===== config.mk =====
export PLATFORM = sky130hd
export DESIGN_NAME = fetch_ctrl_flat
export DESIGN_NICKNAME = d
export VERILOG_FILES = /design/src/rtl/fetch_ctrl_if.sv /design/src/rtl/fetch_ctrl.sv /design/src/flat_wrapper.sv
export SDC_FILE = /design/constraint.sdc
export NUM_CORES = 1
export LEC_CHECK = 0
export CAP_MARGIN = 0
export CELL_PAD_IN_SITES_DETAIL_PLACEMENT = 2
export CELL_PAD_IN_SITES_GLOBAL_PLACEMENT = 2
export CORE_ASPECT_RATIO = 1.4
export CORE_MARGIN = 2
export CORE_UTILIZATION = 25
export DETAILED_ROUTE_END_ITERATION = 8
export GPL_ROUTABILITY_DRIVEN = 0
export HOLD_SLACK_MARGIN = 0.1
export PLACE_DENSITY_LB_ADDON = 0.25
export SETUP_SLACK_MARGIN = 0.2
export SKIP_CTS_REPAIR_TIMING = 1
export SYNTH_ARGS = -nofsm -noshare
export SYNTH_HDL_FRONTEND = slang
export SYNTH_SLANG_ARGS = --single-unit

===== constraint.sdc =====
create_clock -name clk_i -period 2.7 [get_ports clk_i]
set_input_delay 0.54 -clock clk_i [delete_from_list [all_inputs] [get_ports clk_i]]
set_output_delay 0.54 -clock clk_i [all_outputs]
set_load 0.1 [all_outputs]

===== src/rtl/fetch_ctrl_if.sv =====
// =============================================================================
//  fetch_ctrl_if : pipeline-side hazard/redirect bundle for fetch_ctrl
//  Revision      : 1.0  initial release
// =============================================================================
`default_nettype none

interface fetch_ctrl_if #(
   parameter int DATA_WIDTH = 32,
   parameter int CNT_WIDTH  = 16
);
   logic [4:0]            id_rs1_i;
   logic [4:0]            id_rs2_i;
   logic [4:0]            ex_rd_i;
   logic                  ex_mem_read_i;
   logic                  ex_br_taken_i;
   logic [DATA_WIDTH-1:0] ex_br_target_i;
   logic                  imem_ready_i;
   logic                  clr_cnt_i;
   logic [1:0]            pc_stall_o;
   logic                  pc_sel_o;
   logic [DATA_WIDTH-1:0] pc_imm_o;
   logic                  ifid_stall_o;
   logic                  ifid_flush_o;
   logic                  idex_flush_o;
   logic                  pend_o;
   logic [CNT_WIDTH-1:0]  stall_cnt_o;
   logic [CNT_WIDTH-1:0]  redir_cnt_o;

   modport master (
      output id_rs1_i, id_rs2_i, ex_rd_i, ex_mem_read_i, ex_br_taken_i,
             ex_br_target_i, imem_ready_i, clr_cnt_i,
      input  pc_stall_o, pc_sel_o, pc_imm_o, ifid_stall_o, ifid_flush_o,
             idex_flush_o, pend_o, stall_cnt_o, redir_cnt_o
   );

   modport slave (
      input  id_rs1_i, id_rs2_i, ex_rd_i, ex_mem_read_i, ex_br_taken_i,
             ex_br_target_i, imem_ready_i, clr_cnt_i,
      output pc_stall_o, pc_sel_o, pc_imm_o, ifid_stall_o, ifid_flush_o,
             idex_flush_o, pend_o, stall_cnt_o, redir_cnt_o
   );
endinterface

`default_nettype wire


===== src/rtl/fetch_ctrl.sv =====
// =============================================================================
//  fetch_ctrl : PC/pipeline-register control for load-use stalls and redirects
//  Revision   : 1.0  initial release
// =============================================================================
`default_nettype none

module fetch_ctrl #(
   parameter int DATA_WIDTH = 32,
   parameter int CNT_WIDTH  = 16
) (
   input  wire           clk_i,
   input  wire           rst_i,
   fetch_ctrl_if.slave   bus
);
   typedef enum logic [0:0] {RUN = 1'b0, PEND = 1'b1} state_t;

   state_t                state;
   state_t                next_state;
   logic [DATA_WIDTH-1:0] tgt_q;
   logic                  load_tgt;
   logic [CNT_WIDTH-1:0]  stall_cnt_q;
   logic [CNT_WIDTH-1:0]  redir_cnt_q;
   logic                  load_use;
   logic [1:0]            pc_stall;
   logic                  pc_sel;
   logic [DATA_WIDTH-1:0] pc_imm;
   logic                  ifid_stall;
   logic                  ifid_flush;
   logic                  idex_flush;

   assign load_use = bus.ex_mem_read_i && (bus.ex_rd_i != 5'd0) &&
                     ((bus.ex_rd_i == bus.id_rs1_i) || (bus.ex_rd_i == bus.id_rs2_i));

   always_comb begin
      pc_stall   = 2'b00;
      pc_sel     = 1'b0;
      pc_imm     = tgt_q;
      ifid_stall = 1'b0;
      ifid_flush = 1'b0;
      idex_flush = 1'b0;
      load_tgt   = 1'b0;
      next_state = state;
      if (rst_i) begin
         ifid_flush = 1'b1;
         idex_flush = 1'b1;
         next_state = RUN;
      end else begin
         case (state)
            RUN: begin
               if (bus.ex_br_taken_i) begin
                  ifid_flush = 1'b1;
                  idex_flush = 1'b1;
                  if (bus.imem_ready_i) begin
                     pc_sel = 1'b1;
                     pc_imm = bus.ex_br_target_i;
                  end else begin
                     // imem busy: remember the target and replay it once fetch is ready
                     pc_stall   = 2'b01;
                     load_tgt   = 1'b1;
                     next_state = PEND;
                  end
               end else if (load_use) begin
                  pc_stall   = 2'b01;
                  ifid_stall = 1'b1;
                  idex_flush = 1'b1;
               end else if (!bus.imem_ready_i) begin
                  pc_stall   = 2'b01;
                  ifid_flush = 1'b1;
               end
            end
            PEND: begin
               // ID/EX only hold bubbles here, so branch and hazard inputs are ignored
               ifid_flush = 1'b1;
               idex_flush = 1'b1;
               if (bus.imem_ready_i) begin
                  pc_sel     = 1'b1;
                  next_state = RUN;
               end else begin
                  pc_stall = 2'b01;
               end
            end
            default: next_state = RUN;
         endcase
      end
   end

   always_ff @(posedge clk_i) begin
      if (rst_i) begin
         state       <= RUN;
         tgt_q       <= '0;
         stall_cnt_q <= '0;
         redir_cnt_q <= '0;
      end else begin
         state <= next_state;
         if (load_tgt) begin
            tgt_q <= bus.ex_br_target_i;
         end
         if (bus.clr_cnt_i) begin
            stall_cnt_q <= '0;
            redir_cnt_q <= '0;
         end else begin
            if ((pc_stall == 2'b01) && (stall_cnt_q != {CNT_WIDTH{1'b1}})) begin
               stall_cnt_q <= stall_cnt_q + 1'b1;
            end
            if (pc_sel && (redir_cnt_q != {CNT_WIDTH{1'b1}})) begin
               redir_cnt_q <= redir_cnt_q + 1'b1;
            end
         end
      end
   end

   assign bus.pc_stall_o   = pc_stall;
   assign bus.pc_sel_o     = pc_sel;
   assign bus.pc_imm_o     = pc_imm;
   assign bus.ifid_stall_o = ifid_stall;
   assign bus.ifid_flush_o = ifid_flush;
   assign bus.idex_flush_o = idex_flush;
   assign bus.pend_o       = (state == PEND) && !rst_i;
   assign bus.stall_cnt_o  = stall_cnt_q;
   assign bus.redir_cnt_o  = redir_cnt_q;
endmodule

`default_nettype wire

===== src/flat_wrapper.sv =====
// flat-port wrapper written by rule: the top's interface ports become plain ports
module fetch_ctrl_flat 
#(
   parameter int DATA_WIDTH = 32,
   parameter int CNT_WIDTH  = 16
)
  (clk_i, rst_i, bus_id_rs1_i, bus_id_rs2_i, bus_ex_rd_i, bus_ex_mem_read_i, bus_ex_br_taken_i, bus_ex_br_target_i, bus_imem_ready_i, bus_clr_cnt_i, bus_pc_stall_o, bus_pc_sel_o, bus_pc_imm_o, bus_ifid_stall_o, bus_ifid_flush_o, bus_idex_flush_o, bus_pend_o, bus_stall_cnt_o, bus_redir_cnt_o);
  fetch_ctrl_if #(.DATA_WIDTH(DATA_WIDTH), .CNT_WIDTH(CNT_WIDTH)) bus_i ();
  input  wire clk_i;
  input  wire rst_i;
  input wire logic [$bits(bus_i.id_rs1_i)-1:0] bus_id_rs1_i;
  input wire logic [$bits(bus_i.id_rs2_i)-1:0] bus_id_rs2_i;
  input wire logic [$bits(bus_i.ex_rd_i)-1:0] bus_ex_rd_i;
  input wire logic [$bits(bus_i.ex_mem_read_i)-1:0] bus_ex_mem_read_i;
  input wire logic [$bits(bus_i.ex_br_taken_i)-1:0] bus_ex_br_taken_i;
  input wire logic [$bits(bus_i.ex_br_target_i)-1:0] bus_ex_br_target_i;
  input wire logic [$bits(bus_i.imem_ready_i)-1:0] bus_imem_ready_i;
  input wire logic [$bits(bus_i.clr_cnt_i)-1:0] bus_clr_cnt_i;
  output wire logic [$bits(bus_i.pc_stall_o)-1:0] bus_pc_stall_o;
  output wire logic [$bits(bus_i.pc_sel_o)-1:0] bus_pc_sel_o;
  output wire logic [$bits(bus_i.pc_imm_o)-1:0] bus_pc_imm_o;
  output wire logic [$bits(bus_i.ifid_stall_o)-1:0] bus_ifid_stall_o;
  output wire logic [$bits(bus_i.ifid_flush_o)-1:0] bus_ifid_flush_o;
  output wire logic [$bits(bus_i.idex_flush_o)-1:0] bus_idex_flush_o;
  output wire logic [$bits(bus_i.pend_o)-1:0] bus_pend_o;
  output wire logic [$bits(bus_i.stall_cnt_o)-1:0] bus_stall_cnt_o;
  output wire logic [$bits(bus_i.redir_cnt_o)-1:0] bus_redir_cnt_o;
  assign bus_i.id_rs1_i = bus_id_rs1_i;
  assign bus_i.id_rs2_i = bus_id_rs2_i;
  assign bus_i.ex_rd_i = bus_ex_rd_i;
  assign bus_i.ex_mem_read_i = bus_ex_mem_read_i;
  assign bus_i.ex_br_taken_i = bus_ex_br_taken_i;
  assign bus_i.ex_br_target_i = bus_ex_br_target_i;
  assign bus_i.imem_ready_i = bus_imem_ready_i;
  assign bus_i.clr_cnt_i = bus_clr_cnt_i;
  assign bus_pc_stall_o = bus_i.pc_stall_o;
  assign bus_pc_sel_o = bus_i.pc_sel_o;
  assign bus_pc_imm_o = bus_i.pc_imm_o;
  assign bus_ifid_stall_o = bus_i.ifid_stall_o;
  assign bus_ifid_flush_o = bus_i.ifid_flush_o;
  assign bus_idex_flush_o = bus_i.idex_flush_o;
  assign bus_pend_o = bus_i.pend_o;
  assign bus_stall_cnt_o = bus_i.stall_cnt_o;
  assign bus_redir_cnt_o = bus_i.redir_cnt_o;
  fetch_ctrl #(.DATA_WIDTH(DATA_WIDTH), .CNT_WIDTH(CNT_WIDTH)) u_core (.clk_i(clk_i), .rst_i(rst_i), .bus(bus_i));
endmodule

==> results.toml <==
[run_status]
status = "finished, final reports clean"

[synthesis]
ys.flop_type = "dfxtp_1"
synth_edf_count = 0
ys_seq_area_share_pct = 38.4
synthDistinctLibCells = 50
syn_nets = 447
synth_seq_cells = 65
netlist.area_leader.share_pct = 38.4
synth_area_um2 = 3390
ys_async_sr_fraction_pct = 0
avgSynthCellArea_um2 = 8.64
synthCells = 392
yosysTopAreaCell = "dfxtp_1"
ys_warn_count = 0
synth_area_leaders = "dfxtp_1, mux2_2, nand2b_1, nand2_1, o21ai_0"

[timing]
final_max_slew_viol_count = 0
fin_tns_setup_ns = 0
finalHoldViolCount = 0
max_freq_mhz = 406
slew_headroom_pct = 55.1
finalCriticalPeriod_ns = 2.46
worst_pin_slew_ns = 0.673
finalCritPeriodShare_pct = 91.3
rsz0062_at_grt = "no"
fin_skew_ns = 0.00957
setup_violations = 0

[detailed_routing]
drc = 0
vias = 3429
postRouteAntennaNets = 0
drtIter0Drc = 70
drt_pass1_iterations = 4
avgRoutedWirePerCell_um = 17.1
viasPerCell = 4.74
wirelength_mm = 12.4

[die]
ios = 124
die_y_um = 142
rows = 50
dieArea_um2 = 14500
design.core.area_um2 = 13300
start_util_pct = 25.4
fp.dieW_um = 102

[setup_path]
worst_setup_path_start_kind = "input pin"
critPathKind = "in2out"
critPathMaxFanout = 3
cp.required_ns = 2.16
end_kind = "output port"
arrival_ns = 1.92

[power]
peakVddDrop_mv = 0.225
clkPwrFrac_pct = 38.8
p_leak_uw = 0.00239
powerDensity_nw_per_um2 = 500
internal-power_uw = 2070
p_sw_uw = 916
comb_power_share_pct = 27.6
p_seq_share_pct = 33.6
p_sw_share_pct = 30.6

[grt]
grt_pass1_vias = 3795
grt_max_degree = 65
overflow = 0
antenna_found_initial = 2
grt_pass1_wl_mm = 18.5
grt.total_usage_pct = 16.1

[clock_tree]
ctsHtreeMaxLevel = 3
tritoncts.num_buffers = 9
cts_tree = "yes"
cts_buffer_depth = 2
cts.clk_slew.worst_paths_ns = 0.05
insertion_delay_ns = 0.33
clock_sinks = 65
cts_root_buf = "clkbuf_16"

[final_layout]
multi_input_area_um2 = 2240
n_fill_cell = 1419
syn_to_final_growth_pct = 76.7
ff_latch_area_um2 = 1310
drive_gt1_share_pct = 34.9
fin_util_pct = 44.9
nets = 589

[flow_run]
max-cap-violations = 0

[placement]
io_buffer_count = 122
place_hpwl_mm = 8.58

[hold_path]
holdCritPathClass = "reg2reg"
==> critical path, stage by stage <==
cell            delay, ns
dlymetal6s2s_1       0.18
or4_4                0.58
o211ai_4             0.29
buf_6                0.14
nor2_2               0.04
buf_12               0.16
==> power by group through the flow <==
| stage | combinational [uW] | clock (uW) | sequential, uW |
|---|---|---|---|
| 2_1_floorplan | 433 | 0 | 1030 |
| 6_report | 824 | 1160 | 1000 |
| 3_5_place_dp | 762 | 0 | 1020 |
| 5_1_grt | 859 | 1230 | 1010 |
| 3_3_place_gp | 754 | 0 | 1020 |
| 4_1_cts | 765 | 1200 | 1000 |
==> area by class of cell <==
class | instances | share of cell area, %
antenna | 2 | 0.0836
clock buffer | 13 | 4.18
clock inverter | 3 | 0.669
inverter | 3 | 0.188
multi-input combinational | 305 | 37.4
sequential | 65 | 21.9
tap | 182 | 3.81
timing repair buffer | 150 | 31.8
==> state kept, by name, summed over array words and instances, names as in the netlist <==
| name | cells |
|---|---|
| u_core.tgt_q | 32 |
| u_core.bus.redir_cnt_o | 16 |
| u_core.bus.stall_cnt_o | 16 |
| u_core.state | 1 |
==> synth_stat cells (all sizes together), types with 2 or more instances <==
cell and count:
or4 6, or3 7, and4 4, o22ai 2, nand4 6, a21oi 18
nor2 27, mux2 32, and3 3, and2 3, o21ai 43, dfxtp 65
nor3 4, nand2b 34, o31a 2, nor4 3, buf 4, o21a 2
ha 2, xnor2 15, clkbuf 15, xor2 8, nand3 10, nand2 56
inv 3, o31ai 5
==> layer usage <==
layer	track usage [%]	share of wire, %
met4	5.96	1.4
met2	30.2	54
met3	3.50	4.6
met5	0	0
met1	17.1	39
==> metrics by stage <==
step | setup WS [ns] | cells | instance area [um2] | total power, uW | hold slack (ns)
floorplan | -0.0493 | 392 | 3420 | 1460 | 0.447
finish | 0.236 | 723 | 5980 | 2990 | 0.481
global route | 0.192 | 722 | 5980 | 3090 | 0.521
global placement | -0.135 | 696 | 5280 | 1780 | 0.458
detailed placement | -0.168 | 696 | 5280 | 1790 | 0.474
CTS | -0.172 | 712 | 5570 | 2970 | 0.485
==> final timing paths <==
kind | startpoint | end | slack, ns | cells after the start
worst max-delay path | bus_ex_rd_i[0] | bus_ifid_stall_o | 0.24 | 6
worst min-delay path | u_core.tgt_q[27]$_SDFFE_PP0P_ | u_core.tgt_q[27]$_SDFFE_PP0P_ | 0.48 | 2
worst max register to register | u_core.bus.stall_cnt_o[0]$_SDFFE_PP0P_ | u_core.bus.stall_cnt_o[5]$_SDFFE_PP0P_ | 0.57 | 8
worst min register to register | u_core.tgt_q[27]$_SDFFE_PP0P_ | u_core.tgt_q[27]$_SDFFE_PP0P_ | 0.48 | 2
==> logic make-up (layout without fill, tap and decap cells) <==
group	Yosys count	count (layout)	share of synthesized area, %
AO/OA/AOI/OAI	81	81	15.2
multiplexers	33	33	10.9
buffers and inverters	22	169	3.25
flip-flops	65	65	38.4
adder cells (fa/ha/maj)	2	2	0.739
other	1	3	0.111
XOR/XNOR	23	23	5.95
AND/OR/NAND/NOR	165	165	25.4
==> placed cells by master (no fill, tap or decap), drive strengths merged, types with 5 or more instances in the layout <==
cell type,instances
a21oi,18
buf,95
clkbuf,16
clkdlybuf4s50,34
dfxtp,65
dlymetal6s2s,18
mux2,32
nand2,56
nand2b,34
nand3,10
nand4,6
nor2,27
o21ai,43
o31ai,5
or3,7
or4,6
xnor2,15
xor2,8
No activity file was read; power rests on OpenSTA's default activity.
